`src/rtl/uart_rx_fifo.sv`:
```
`default_nettype none
// ============================================================================
// Module   : uart_rx_fifo
// Purpose  : Receive-side FIFO for a UART. Turns each rising level of the
//            receiver's byte-complete flag into exactly one write, buffers
//            bytes in a circular RAM and presents the head entry
//            combinationally (first-word-fall-through). Keeps a sticky
//            overflow flag for bytes dropped while full.
// Revision : 1.0 - initial release
// ============================================================================
module uart_rx_fifo #(
  parameter int DATA_WIDTH = 8,
  parameter int ADDR_WIDTH = 4
) (
  input  logic                  clock,
  input  logic                  reset,
  input  logic                  rx_done,
  input  logic [DATA_WIDTH-1:0] d_in,
  input  logic                  rd,
  input  logic                  clear_ovf,
  output logic [DATA_WIDTH-1:0] d_out,
  output logic                  empty,
  output logic                  full,
  output logic [ADDR_WIDTH:0]   count,
  output logic                  overflow
);

  localparam int                DEPTH   = 1 << ADDR_WIDTH;
  localparam logic [ADDR_WIDTH:0] c_depth = (ADDR_WIDTH+1)'(DEPTH);
  localparam logic [ADDR_WIDTH:0] c_one   = (ADDR_WIDTH+1)'(1);
  localparam logic [ADDR_WIDTH-1:0] c_ptr_one = ADDR_WIDTH'(1);

  // Edge detector and pipelined write request. The byte is captured together
  // with the detected edge, so the write lands on the following clock and the
  // entry becomes visible two edges after rx_done rises.
  logic                  rx_done_q, rx_done_d;
  logic                  push_q, push_d;
  logic [DATA_WIDTH-1:0] data_q, data_d;

  logic [ADDR_WIDTH-1:0] wr_ptr_q, wr_ptr_d;
  logic [ADDR_WIDTH-1:0] rd_ptr_q, rd_ptr_d;
  logic [ADDR_WIDTH:0]   count_q, count_d;
  logic                  overflow_q, overflow_d;

  logic [DATA_WIDTH-1:0] mem_q [DEPTH];

  logic                  pop;
  logic                  wr_en;
  logic                  drop;

  // Status flags come straight from the registered occupancy.
  assign empty    = (count_q == '0);
  assign full     = (count_q == c_depth);
  assign count    = count_q;
  assign overflow = overflow_q;
  assign d_out    = mem_q[rd_ptr_q];

  // Detect the rising level of rx_done and stage the byte for writing.
  always_comb begin
    rx_done_d = rx_done;
    push_d    = rx_done & ~rx_done_q;
    data_d    = d_in;
  end

  // Decide pop/write/drop; a pop in the same cycle frees the slot a full
  // FIFO needs, so the write proceeds instead of being dropped.
  always_comb begin
    pop   = rd & ~empty;
    wr_en = push_q & (~full | pop);
    drop  = push_q & full & ~pop;
  end

  // Next-state for pointers, occupancy and the sticky overflow (set wins).
  always_comb begin
    wr_ptr_d   = wr_ptr_q;
    rd_ptr_d   = rd_ptr_q;
    count_d    = count_q;
    overflow_d = overflow_q;
    if (wr_en) wr_ptr_d = wr_ptr_q + c_ptr_one;
    if (pop)   rd_ptr_d = rd_ptr_q + c_ptr_one;
    if (wr_en && !pop)      count_d = count_q + c_one;
    else if (pop && !wr_en) count_d = count_q - c_one;
    if (drop)           overflow_d = 1'b1;
    else if (clear_ovf) overflow_d = 1'b0;
  end

  // Control state; rx_done_q resets high so a level already present at
  // reset release is not mistaken for a new byte.
  always_ff @(posedge clock or posedge reset) begin
    if (reset) begin
      rx_done_q  <= 1'b1;
      push_q     <= 1'b0;
      wr_ptr_q   <= '0;
      rd_ptr_q   <= '0;
      count_q    <= '0;
      overflow_q <= 1'b0;
    end else begin
      rx_done_q  <= rx_done_d;
      push_q     <= push_d;
      wr_ptr_q   <= wr_ptr_d;
      rd_ptr_q   <= rd_ptr_d;
      count_q    <= count_d;
      overflow_q <= overflow_d;
    end
  end

  // Staged data byte; no reset needed since it is only used with push_q.
  always_ff @(posedge clock) begin
    data_q <= data_d;
  end

  // Storage array; contents are not reset.
  always_ff @(posedge clock) begin
    if (wr_en) mem_q[wr_ptr_q] <= data_q;
  end

endmodule
`default_nettype wire

```
`config.mk`:
```
export PLATFORM = sky130hd
export DESIGN_NAME = uart_rx_fifo
export DESIGN_NICKNAME = d
export VERILOG_FILES = /design/src/rtl/uart_rx_fifo.sv
export SDC_FILE = /design/constraint.sdc
export NUM_CORES = 1
export LEC_CHECK = 0
export ABC_AREA = 1
export CORE_MARGIN = 1.5
export CORE_UTILIZATION = 65
export CTS_CLUSTER_DIAMETER = 200
export CTS_CLUSTER_SIZE = 30
export DETAILED_ROUTE_END_ITERATION = 8
export PLACE_DENSITY_LB_ADDON = 0.1
export SYNTH_ARGS = -nofsm -noshare
export SYNTH_HDL_FRONTEND = slang
export SYNTH_SLANG_ARGS = --single-unit
```
`constraint.sdc`:
```
create_clock -name clock -period 3.41 [get_ports clock]
set_input_delay 0.682 -clock clock [delete_from_list [all_inputs] [get_ports clock]]
set_output_delay 0.682 -clock clock [all_outputs]
set_load 0.02 [all_outputs]
```
== Word-level counts from Yosys, hierarchy flattened ==
Memory sizes are Yosys's and may differ from the RTL's.
Index checks and enable logic that the tools add are counted.

* Register bits after elaboration: 24
* Logic and storage cells: 36
* Bits in writable memories: 128
* Memories kept: 1
* Output and inout port bits: 16

{| class="wikitable"
|+ Memories
! name !! words !! width !! rd ports !! clocked after memory_dff !! wr ports !! RTL line !! source
|-
| mem_q || 16 || 8 || 1 || 0 || 1 || 45 || <nowiki>logic [DATA_WIDTH-1:0] mem_q [DEPTH];</nowiki>
|}

* Reduce and logical (&&, ||, !) cells: 7
* Mux-type cells: 6
* Add/subtract/negate cells: 4
* Equality and inequality tests: 1
* Bitwise operators: 10

{| class="wikitable"
|+ Operators by type and width
! kind !! number
|-
| 5-bit two-way mux || 2
|-
| 4-bit by 1-bit adder with 4-bit output, second input constant || 2
|-
| 5-bit by 1-bit adder with 5-bit output, second input constant || 1
|-
| 1-bit bitwise AND || 5
|-
| 5-bit == test, second input constant || 1
|-
| 5-bit logical NOT || 1
|-
| 5-bit by 1-bit subtractor with 5-bit output, second input constant || 1
|-
| 1-bit two-way mux || 4
|-
| 1-bit inverter || 4
|-
| 2-bit nonzero test || 2
|-
| 1-bit logical AND || 2
|-
| 1-bit logical NOT || 2
|-
| 1-bit OR || 1
|}

== Depth between registers and ports, before layout ==
Gate-level depths: netlist of run 1.

* Depth in word-level cells: 9
* Depth in mapped cells: 15
* Depth with buffers taken out: 14

== Worst setup path before layout of run 1 ==
Ideal clock, no wire load.

* Path type: input to register
* Start point: in rd
* End point: reg count_q[4], in the netlist count[4]
* Data required time: 3.293 ns
* Path slack: 1.115 ns
* Arrival time: 2.178 ns
* Cell stages on the path: 14
* Cells stage by stage: inv_1 -> nand4_2 -> nand2_1 -> buf_2 -> inv_2 -> ha_1 -> inv_1 -> ha_1 -> nand2_1 -> nand3_1 -> nand3_1 -> nand2_1 -> nand2_1 -> nand2_1

* Word-level cells in the longest chain between the ends: 6

{| class="wikitable"
|+ Ends and longest elaborated chain
! what !! RTL line !! source
|-
| start, declared || 19 || <nowiki>input logic rd,</nowiki>
|-
| 1-bit bitwise AND * || 68 || <nowiki>pop = rd & ~empty;</nowiki>
|-
| 1-bit OR * || 69 || <nowiki>wr_en = push_q & (~full | pop);</nowiki>
|-
| 1-bit bitwise AND * || 69 ||
|-
| net wr_en || 48 || <nowiki>logic wr_en;</nowiki>
|-
| 1-bit logical NOT || 82 || <nowiki>else if (pop && !wr_en) count_d = count_q - c_one;</nowiki>
|-
| 1-bit logical AND || 82 ||
|-
| 2-bit nonzero test (no line) || -- ||
|-
| end signal, assigned || 102 || <nowiki>count_q <= count_d;</nowiki>
|-
| end, declared || 42 || <nowiki>logic [ADDR_WIDTH:0] count_q, count_d;</nowiki>
|}

The timed path passes the listed nets; every way through them passes the cells marked *.
A chain may end at the register's enable or synchronous reset.

== Final worst setup path of run 1 ==
* Start point: reg rd_ptr_q[0]
* End point: out d_out[5]

* Word-level cells in the longest chain between the ends: 1

{| class="wikitable"
|+ Ends and longest elaborated chain
! what !! RTL line !! source
|-
| start, declared || 41 || <nowiki>logic [ADDR_WIDTH-1:0] rd_ptr_q, rd_ptr_d;</nowiki>
|-
| start signal, assigned || 101 || <nowiki>rd_ptr_q <= rd_ptr_d;</nowiki>
|-
| memory 16 x 8 bit || -- ||
|-
| end, declared || 21 || <nowiki>output logic [DATA_WIDTH-1:0] d_out,</nowiki>
|}

No other way between the ends.

==> results.txt, run 1 <==
The combinational cell fraction of total power came out at 34.7%. The CTS sink count came out at 152. The global-route wire length before repair came out at 21.78 mm. In this run the power spent charging and discharging nets is 2.360 mW. The area growth from synthesis to layout came out at 16.30%.

The number of buffers and inverters on the critical path is 3. Summing all multi-input logic gate instances after layout gives 0.001795 mm2. After global routing the overflow that remains totals 0. The cell type with the highest aggregate area in the netlist is sky130_fd_sc_hd__edfxtp_1. Once detail routing completed, the nets flagged for antenna violations numbered 0. The global routing met2 resource utilization came out at 45.98%.

STA classifies the critical path endpoint as a primary output. The worst min-delay path endpoint is push_q$_DFF_PP0_. The final HPWL from detailed placement is 8.876 mm. The antenna diode count is 0. The cell area power density came out at 826.2 mW/mm2. The share of the clock period used by the worst path is 95.26%. The initial core utilization is 67.40%. The tree is rooted in a sky130_fd_sc_hd__clkbuf_8. The max-cap check violation count is 0. Yosys mapped the design onto 31 distinct sky130hd cell types.

The cell area after layout came out at 0.007732 mm2. The congestion estimate from routability-driven global placement came to 0.8751. The total of hold buffers inserted after clock tree synthesis is 0. The number of setup buffers added after CTS came out at 0.

The total negative setup slack came out at 0 ns. The clock period minus final worst setup slack is 3.248 ns. The share of synthesized flip-flops with an asynchronous set or reset is 10.53%. The cell area after placement came out at 0.007121 mm2. The setup violation total in the final timing report is 0. The share of cells above drive strength 1 came out at 11.21%. The standard-cell row count came out at 36. The combined area of all synthesized cells came out at 0.006649 mm2.

The internal power consumption came out at 4.029 mW. The critical path's most frequent cell is sky130_fd_sc_hd__nand2_1. The reg2reg setup slack came out at 1.09 ns. The met3 track demand over resource in global routing is 5.075%. The largest voltage drop on the vdd net is 568.9 uV. The worst register-to-register path has a depth of 12.

The path class of the tightest hold or removal check is flip-flop to flip-flop. The net count of the mapped netlist is 670. The floorplan step defined a core boundary enclosing 0.009864 mm2.

The first-pass iteration count of the detailed router came out at 5. The slowest stage of the critical path belongs to the cell sky130_fd_sc_hd__clkdlybuf4s50_1. In this run switching power makes up 36.93% of total power.

The critical path is of the flip-flop to primary output type. The number of top-level design ports came out at 29. Sequential cells account for 37.0% of the total power. STA classifies the critical path startpoint as a flip-flop.

The height of the die came out at 104.1 um. The source-to-sink clock delay at the later pin of the worst-skew pair came out at 0.53 ns. The stage delay of the slowest cell on the critical path came out at 0.60 ns. The overall die width came out at 104.1 um. The post-synthesis register bit count is 152. The count of H-tree levels built during CTS came out at 4.

The start point of the worst hold path is rx_done_q$_DFF_PP1_. Setup repair after global routing left no endpoint under its margin. The routed layout has 4508 vias. After detailed routing, the number of remaining DRC violations is 0. The setup clock skew after layout came out at 0.006790 ns. After detailed routing, the average wire length per cell comes to 16.49 um.

The cell family contributing the most delay on the critical path is buffers and inverters. For this block, the initial DRC count from the detailed router was 355. Global routing used 34.27% of the available met1 tracks. The number of antenna violations at the first check in global routing is 0. In this run the most used layer during global routing was met2. The synthesized instance count came out at 647. The number of I/O port buffers is 28. Entering global routing, the biggest net connects 45 pins. The start of the worst register-to-register path is count[2]$_DFFE_PP0P_. The total routing usage reported by global routing is 26.75%. The clock slew seen by the registers of the worst setup and hold paths came out at 0.06 ns.

The final wirelength came out at 13.82 mm. The top-area cell type share of the netlist area is 57.81%. Dividing the synthesized area by the synthesized cell count gives 10.28 um2. The total of warnings raised by yosys came out at 0. The number of nets at the end of the flow came out at 715. The worst-path maximum fanout is 21.

Ranked by total cell area, the synthesized netlist is headed by sky130_fd_sc_hd__edfxtp_1 58%, sky130_fd_sc_hd__nand2_1 14%, sky130_fd_sc_hd__dfrtp_1 5.6%. The highest clock frequency the design can meet came out at 307.9 MHz. The total clock buffers created by CTS came out at 17. Among all cell types in the netlist, the one instantiated most often is sky130_fd_sc_hd__nand2_1. The mean number of vias per cell is 5.379. Counting instances, the worst hold path has a depth of 1. The via count of the first global-routing pass is 4362. The buffer depth of the longest clock path came out at 2. The final number of hold-violating endpoints came out at 0. The filler cell count came out at 584. The slew at the pin with the worst max-slew slack is 0.6663 ns.

The endpoint identified for the worst register-to-register timing path is count[4]$_DFFE_PP0P_. The arrival time of data at the critical path endpoint came out at 2.57 ns. By count the netlist is led by 241 x sky130_fd_sc_hd__nand2_1, 128 x sky130_fd_sc_hd__edfxtp_1, 67 x sky130_fd_sc_hd__inv_1, 51 x sky130_fd_sc_hd__nand3_1, 50 x sky130_fd_sc_hd__nor2_1.

Summing the sequential cell areas from Yosys gives 66.26% of the chip area. The area occupied by registers came out at 0.004409 mm2. The max-slew headroom at the worst pin is 55.53%.

In this run, synthesis inferred 128 flip-flops with an integrated enable. The worst endpoint required time came out at 2.73 ns. The number of max-slew violations in the final report is 0. The predominant post-synthesis flop cell is sky130_fd_sc_hd__edfxtp_1. The design draws 6.389 mW. The die covers 0.01085 mm2.

The leakage power came out at 3.286 nW. The flow ran to the end, and the final reports show no timing, DRC or antenna violations. TritonCTS built the clock tree. The part of the total power dissipated in the clock network came out at 28.3%. Walking the worst path, the cells encountered are inv_4 -> buf_12 -> nand2_1 -> nand3_2 -> nand2_1 -> nor2_1 -> nand2_1 -> nand2_1 -> clkdlybuf4s50_1.
==> per-stage QoR <==
stage / util [%] / std cells / setup WS (ns) / hold slack [ns]
2_1_floorplan: - / 647 / 1.115 / 0.4566
3_3_place_gp: 72.18 / 805 / 0.6949 / 0.4691
3_5_place_dp: 72.18 / 805 / 0.6559 / 0.4843
4_1_cts: 78.08 / 837 / 0.04877 / 0.5030
5_1_grt: 78.39 / 838 / 0.03803 / 0.5173
6_report: 78.39 / 838 / 0.1617 / 0.5001
==> placed cells by master (no fill, tap or decap), types with 8 or more instances in the layout <==
master                            instances
sky130_fd_sc_hd__buf_4                   19
sky130_fd_sc_hd__clkbuf_16               17
sky130_fd_sc_hd__clkdlybuf4s50_1         28
sky130_fd_sc_hd__dfrtp_1                 14
sky130_fd_sc_hd__dfxtp_1                  8
sky130_fd_sc_hd__edfxtp_1               128
sky130_fd_sc_hd__ha_1                     9
sky130_fd_sc_hd__inv_1                   67
sky130_fd_sc_hd__nand2_1                241
sky130_fd_sc_hd__nand3_1                 51
sky130_fd_sc_hd__nand3_2                 10
sky130_fd_sc_hd__nor2_1                  50
sky130_fd_sc_hd__nor3_1                  16
==> sequential cells by signal, summed over array words and instances (netlist names) <==
signal / cells
mem_q: 128
data_q: 8
count: 5
rd_ptr_q: 4
wr_ptr_q: 4
overflow: 1
push_q: 1
rx_done_q: 1
==> what timing repair did <==
| item | 4_1_cts | 5_1_grt |
|---|---|---|
| endpoints found under the setup margin | 0 | 6 |
| hold endpoints to repair | 0 | 0 |
| resized for setup | 0 | 2 |
==> power by group through the flow <==
| stage | registers, mW | logic (mW) | clock network (mW) |
|---|---|---|---|
| global placement | 2.39 | 2.08 | 0 |
| floorplan | 2.33 | 1.53 | 0 |
| CTS | 2.36 | 2.16 | 1.83 |
| finish | 2.36 | 2.22 | 1.81 |
| global route | 2.39 | 2.44 | 1.90 |
| detailed placement | 2.39 | 2.13 | 0 |
==> worst max-delay path by stage <==
stage | from | to | cells past startpoint
2_1_floorplan | rd | count[4]$_DFFE_PP0P_ | 14
3_5_place_dp | rd | count[4]$_DFFE_PP0P_ | 14
6_report | rd_ptr_q[0]$_DFFE_PP0N_ | d_out[5] | 9
3_3_place_gp | rd_ptr_q[0]$_DFFE_PP0N_ | d_out[5] | 9
4_1_cts | rd_ptr_q[0]$_DFFE_PP0N_ | d_out[5] | 9
5_1_grt | rd_ptr_q[1]$_DFFE_PP0N_ | d_out[0] | 8
==> per-layer routing <==
layer / part of all wire [%] / routed length [um] / up-vias
met5: 0 / 0 / -
met4: 1.5 / 211 / 0
met3: 5.9 / 814 / 23
met2: 51 / 7074 / 167
met1: 41 / 5716 / 2133
li1: - / - / 2185
==> cells by family (layout without fill, tap and decap cells) <==
| kind of cell | Yosys count | count (layout) | synth area share [%] |
|---|---|---|---|
| flops | 152 | 152 | 66.26 |
| buf+inv | 99 | 157 | 6.737 |
| xor+xnor | 4 | 4 | 0.5270 |
| fa+ha+maj | 10 | 10 | 1.995 |
| compound gates | 6 | 6 | 0.4515 |
| simple gates | 376 | 376 | 24.03 |
==> layout make-up <==
type                       count  share of cell area (%)
inverter                      75                   3.770
multi-input combinational    396                   23.22
tap                          133                   2.152
clock inverter                15                   2.168
clock buffer                  17                   5.356
timing repair buffer          50                   6.311
sequential                   152                   57.02
Note: power is estimated with default switching activity, not from simulation.
==> run 2, diff against run 1 <==
--- a/config.mk
+++ b/config.mk
@@ -6,10 +6,11 @@
 export NUM_CORES = 1
 export LEC_CHECK = 0
 export ABC_AREA = 1
+export CORE_ASPECT_RATIO = 0.8
 export CORE_MARGIN = 1.5
 export CORE_UTILIZATION = 65
 export CTS_CLUSTER_DIAMETER = 200
-export CTS_CLUSTER_SIZE = 30
+export CTS_CLUSTER_SIZE = 16
 export DETAILED_ROUTE_END_ITERATION = 8
 export PLACE_DENSITY_LB_ADDON = 0.1
 export SYNTH_ARGS = -nofsm -noshare
==> results.txt, run 2 (synthesis gave the netlist of run 1 again) <==
The library cells used most frequently in the layout, excluding fill and tap cells, are 241 x sky130_fd_sc_hd__nand2_1, 128 x sky130_fd_sc_hd__edfxtp_1, 67 x sky130_fd_sc_hd__inv_1, 51 x sky130_fd_sc_hd__nand3_1, 50 x sky130_fd_sc_hd__nor2_1. The number of I/O port buffers came to 28 (unchanged). The worst-path maximum fanout came out at 63 (+200%). The total routing usage reported by global routing was 30.31% (+3.6 points). The number of nets still failing antenna checks after routing came to 0 (unchanged).

The share of the clock period used by the worst path came out at 95.22% (about the same). The placer's final routability congestion estimate is 0.8538 (-2.4%). The highest clock frequency the design can meet is 308.0 MHz (about the same). The source-to-sink clock delay at the later pin of the worst-skew pair is 0.42 ns (-0.11 ns).

The height of the die is 93.46 um (-10%). The max-cap check violation count is 0 (unchanged). The run finished with clean final reports. The cell area after layout came to 0.007734 mm2 (about the same).

The leakage power came out at 3.288 nW (about the same). mem_q holds more flip-flops than any other register. The slew at the pin with the worst max-slew slack was 0.7913 ns (+0.1251 ns). The cell family contributing the most delay on the critical path is buffers and inverters. The share of cells above drive strength 1 came to 11.22% (+0.016 points). The smallest setup slack after layout came out at 0.1629 ns (+0.001235 ns). The critical path goes through buf_12 -> nand2_1 -> nand3_2 -> nand2_1 -> nor2_1 -> nand2_1 -> nand2_1 -> clkdlybuf4s50_1. The max-slew headroom at the worst pin came out at 47.17% (-8.4 points). The cell area after placement came to 0.007112 mm2 (-0.12%). The clock slew seen by the registers of the worst setup and hold paths came out at 0.06 ns (about the same). The core outline area is 0.009809 mm2 (-0.56%). The number of flip-flops in the largest register came out at 128 (unchanged). STA classifies the critical path startpoint as a flip-flop. In this run the clock root is driven by a sky130_fd_sc_hd__clkbuf_16. The setup clock skew after layout came out at 0.01114 ns (+0.004352 ns).

The standard-cell row count came out at 32 (-11%). The worst setup path is captured at a primary output. The total die area came out at 0.01085 mm2 (about the same). The arrival time of data at the critical path endpoint came out at 2.57 ns (about the same). The maximum number of pins on one net before global-route repair came out at 64 (+42%). The setup violation total in the final timing report is 0 (unchanged). The largest voltage drop on the vdd net came to 588.8 uV (+3.5%).

The stage delay of the slowest cell on the critical path is 0.61 ns (about the same). The initial core utilization is 67.78% (+0.38 points). The final number of hold-violating endpoints was 0 (unchanged).

Setup repair after global routing left no endpoint under its margin. The count of H-tree levels built during CTS came out at 4 (unchanged). The final HPWL from detailed placement is 9.216 mm (+3.8%). The total negative setup slack came out at 0 ns (unchanged). The min-delay analysis places its worst path in the category flip-flop to flip-flop. The number of nets at the end of the flow is 714 (-0.14%). The number of max-slew violations in the final report is 0 (unchanged). The average routed wire per standard cell is 17.60 um (+6.7%). Among the stages of the critical path, the cell type that occurs most often is sky130_fd_sc_hd__nand2_1.

The final wirelength came out at 14.78 mm (+7.0%). The library cell used most frequently in the layout, excluding fill and tap cells, is sky130_fd_sc_hd__nand2_1. The number of setup buffers added after CTS came out at 0 (unchanged). The global-route wire length before repair came out at 23.60 mm (+8.4%). On the critical path, the stage with the largest delay is an instance of sky130_fd_sc_hd__clkdlybuf4s50_1.

The worst endpoint required time is 2.73 ns (about the same). The total via count in the routed design was 4625 (+2.6%). The clock period minus final worst setup slack came out at 3.247 ns (-0.001235 ns). The minimum setup slack after placement is 0.5330 ns (-0.1230 ns). The total DRC errors in the routed layout is 0 (unchanged). The first-pass iteration count of the detailed router came to 5 (unchanged).

TritonCTS built the clock tree. The filler cell count is 606 (+3.8%). The area growth from synthesis to layout is 16.32% (about the same). The cell area power density is 837.2 mW/mm2 (+1.3%). The setup path with the least slack is of type flip-flop to primary output. The number of top-level design ports is 29 (unchanged).

The initial DRC count came to 536 (+51%). The buffer depth of the longest clock path is 2 (unchanged). The mean number of vias per cell is 5.506 (+2.4%).

The via count of the first global-routing pass is 4482 (+2.8%). The overall die width came to 116.1 um (+11%). The antenna diode count came out at 0 (unchanged). The CTS sink count came out at 152 (unchanged). The global route total overflow came out at 0 (unchanged). The number of antenna violations at the first check in global routing is 0 (unchanged). The count of buffer and inverter cells on the critical path came out at 2 (-1). The total clock buffers created by CTS came to 17 (unchanged).
==> run 2: changes by cell type in the layout (fill, tap and decap cells not counted), sizes merged <==
cell      delta
clkinvlp     -1
==> run 2: power by group <==
group | internal, mW | leakage [nW] | switching (mW) | total (mW)
logic | 0.766 | 1.57 | 1.41 | 2.17
registers | 2.16 | 1.42 | 0.213 | 2.38
clock network | 1.14 | 0.299 | 0.786 | 1.93
==> run 2: worst paths after layout <==
| kind | from | endpoint | slack [ns] | cells after the start |
|---|---|---|---|---|
| worst max-delay path | rd_ptr_q[0]$_DFFE_PP0N_ | d_out[6] | 0.16 | 8 |
| worst min-delay path | rx_done_q$_DFF_PP1_ | push_q$_DFF_PP0_ | 0.49 | 1 |
| worst max register to register | count[2]$_DFFE_PP0P_ | count[4]$_DFFE_PP0P_ | 1.12 | 12 |
| worst min register to register | rx_done_q$_DFF_PP1_ | push_q$_DFF_PP0_ | 0.49 | 1 |
| max in group asynchronous | reset | rd_ptr_q[0]$_DFFE_PP0N_ | 2.26 | 2 |
| min in group asynchronous | reset | wr_ptr_q[3]$_DFFE_PP0P_ | 0.66 | 2 |
==> run 2: final cells by class <==
type / instances / area, um2 / area share [%]
Inverter: 75 / 291.5 / 3.770
Sequential cell: 152 / 4409 / 57.01
Tap cell: 136 / 170.2 / 2.200
Clock inverter: 14 / 162.7 / 2.103
Multi-Input combinational cell: 396 / 1795 / 23.22
Timing Repair Buffer: 49 / 454.2 / 5.873
Clock buffer: 18 / 450.4 / 5.824
==> run 2: layer usage <==
metal / track usage (%) / vias up / share of wire, %
met5: 0 / - / 0
met4: 12.50 / 0 / 2.0
met3: 6.351 / 36 / 8.5
met2: 45.39 / 241 / 45
met1: 43.71 / 2171 / 45
li1: - / 2177 / -
==> run 2: worst register-to-register path, delay by kind of cell (launching register included) <==
| kind | cells | cell delay [ns] |
|---|---|---|
| simple gates | 9 | 1.03 |
| fa+ha+maj | 2 | 0.62 |
| buf+inv | 1 | 0.11 |
| flops | 1 | 0.42 |
==> run 2: what timing repair did <==
action,CTS,global route
endpoints found under the setup margin,0,7
gates resized for setup,0,3
hold buffers,0,0
==> run 2: stage by stage <==
stage               util (%)  power, mW  std cells  hold slack (ns)
global placement       72.50      4.452        808           0.4592
finish                 78.84      6.475        840           0.4938
detailed placement     72.50      4.507        808           0.4895
global route           78.84      6.815        840           0.5301
floorplan                  -      3.854        647           0.4566
CTS                    78.75      6.448        840           0.5039
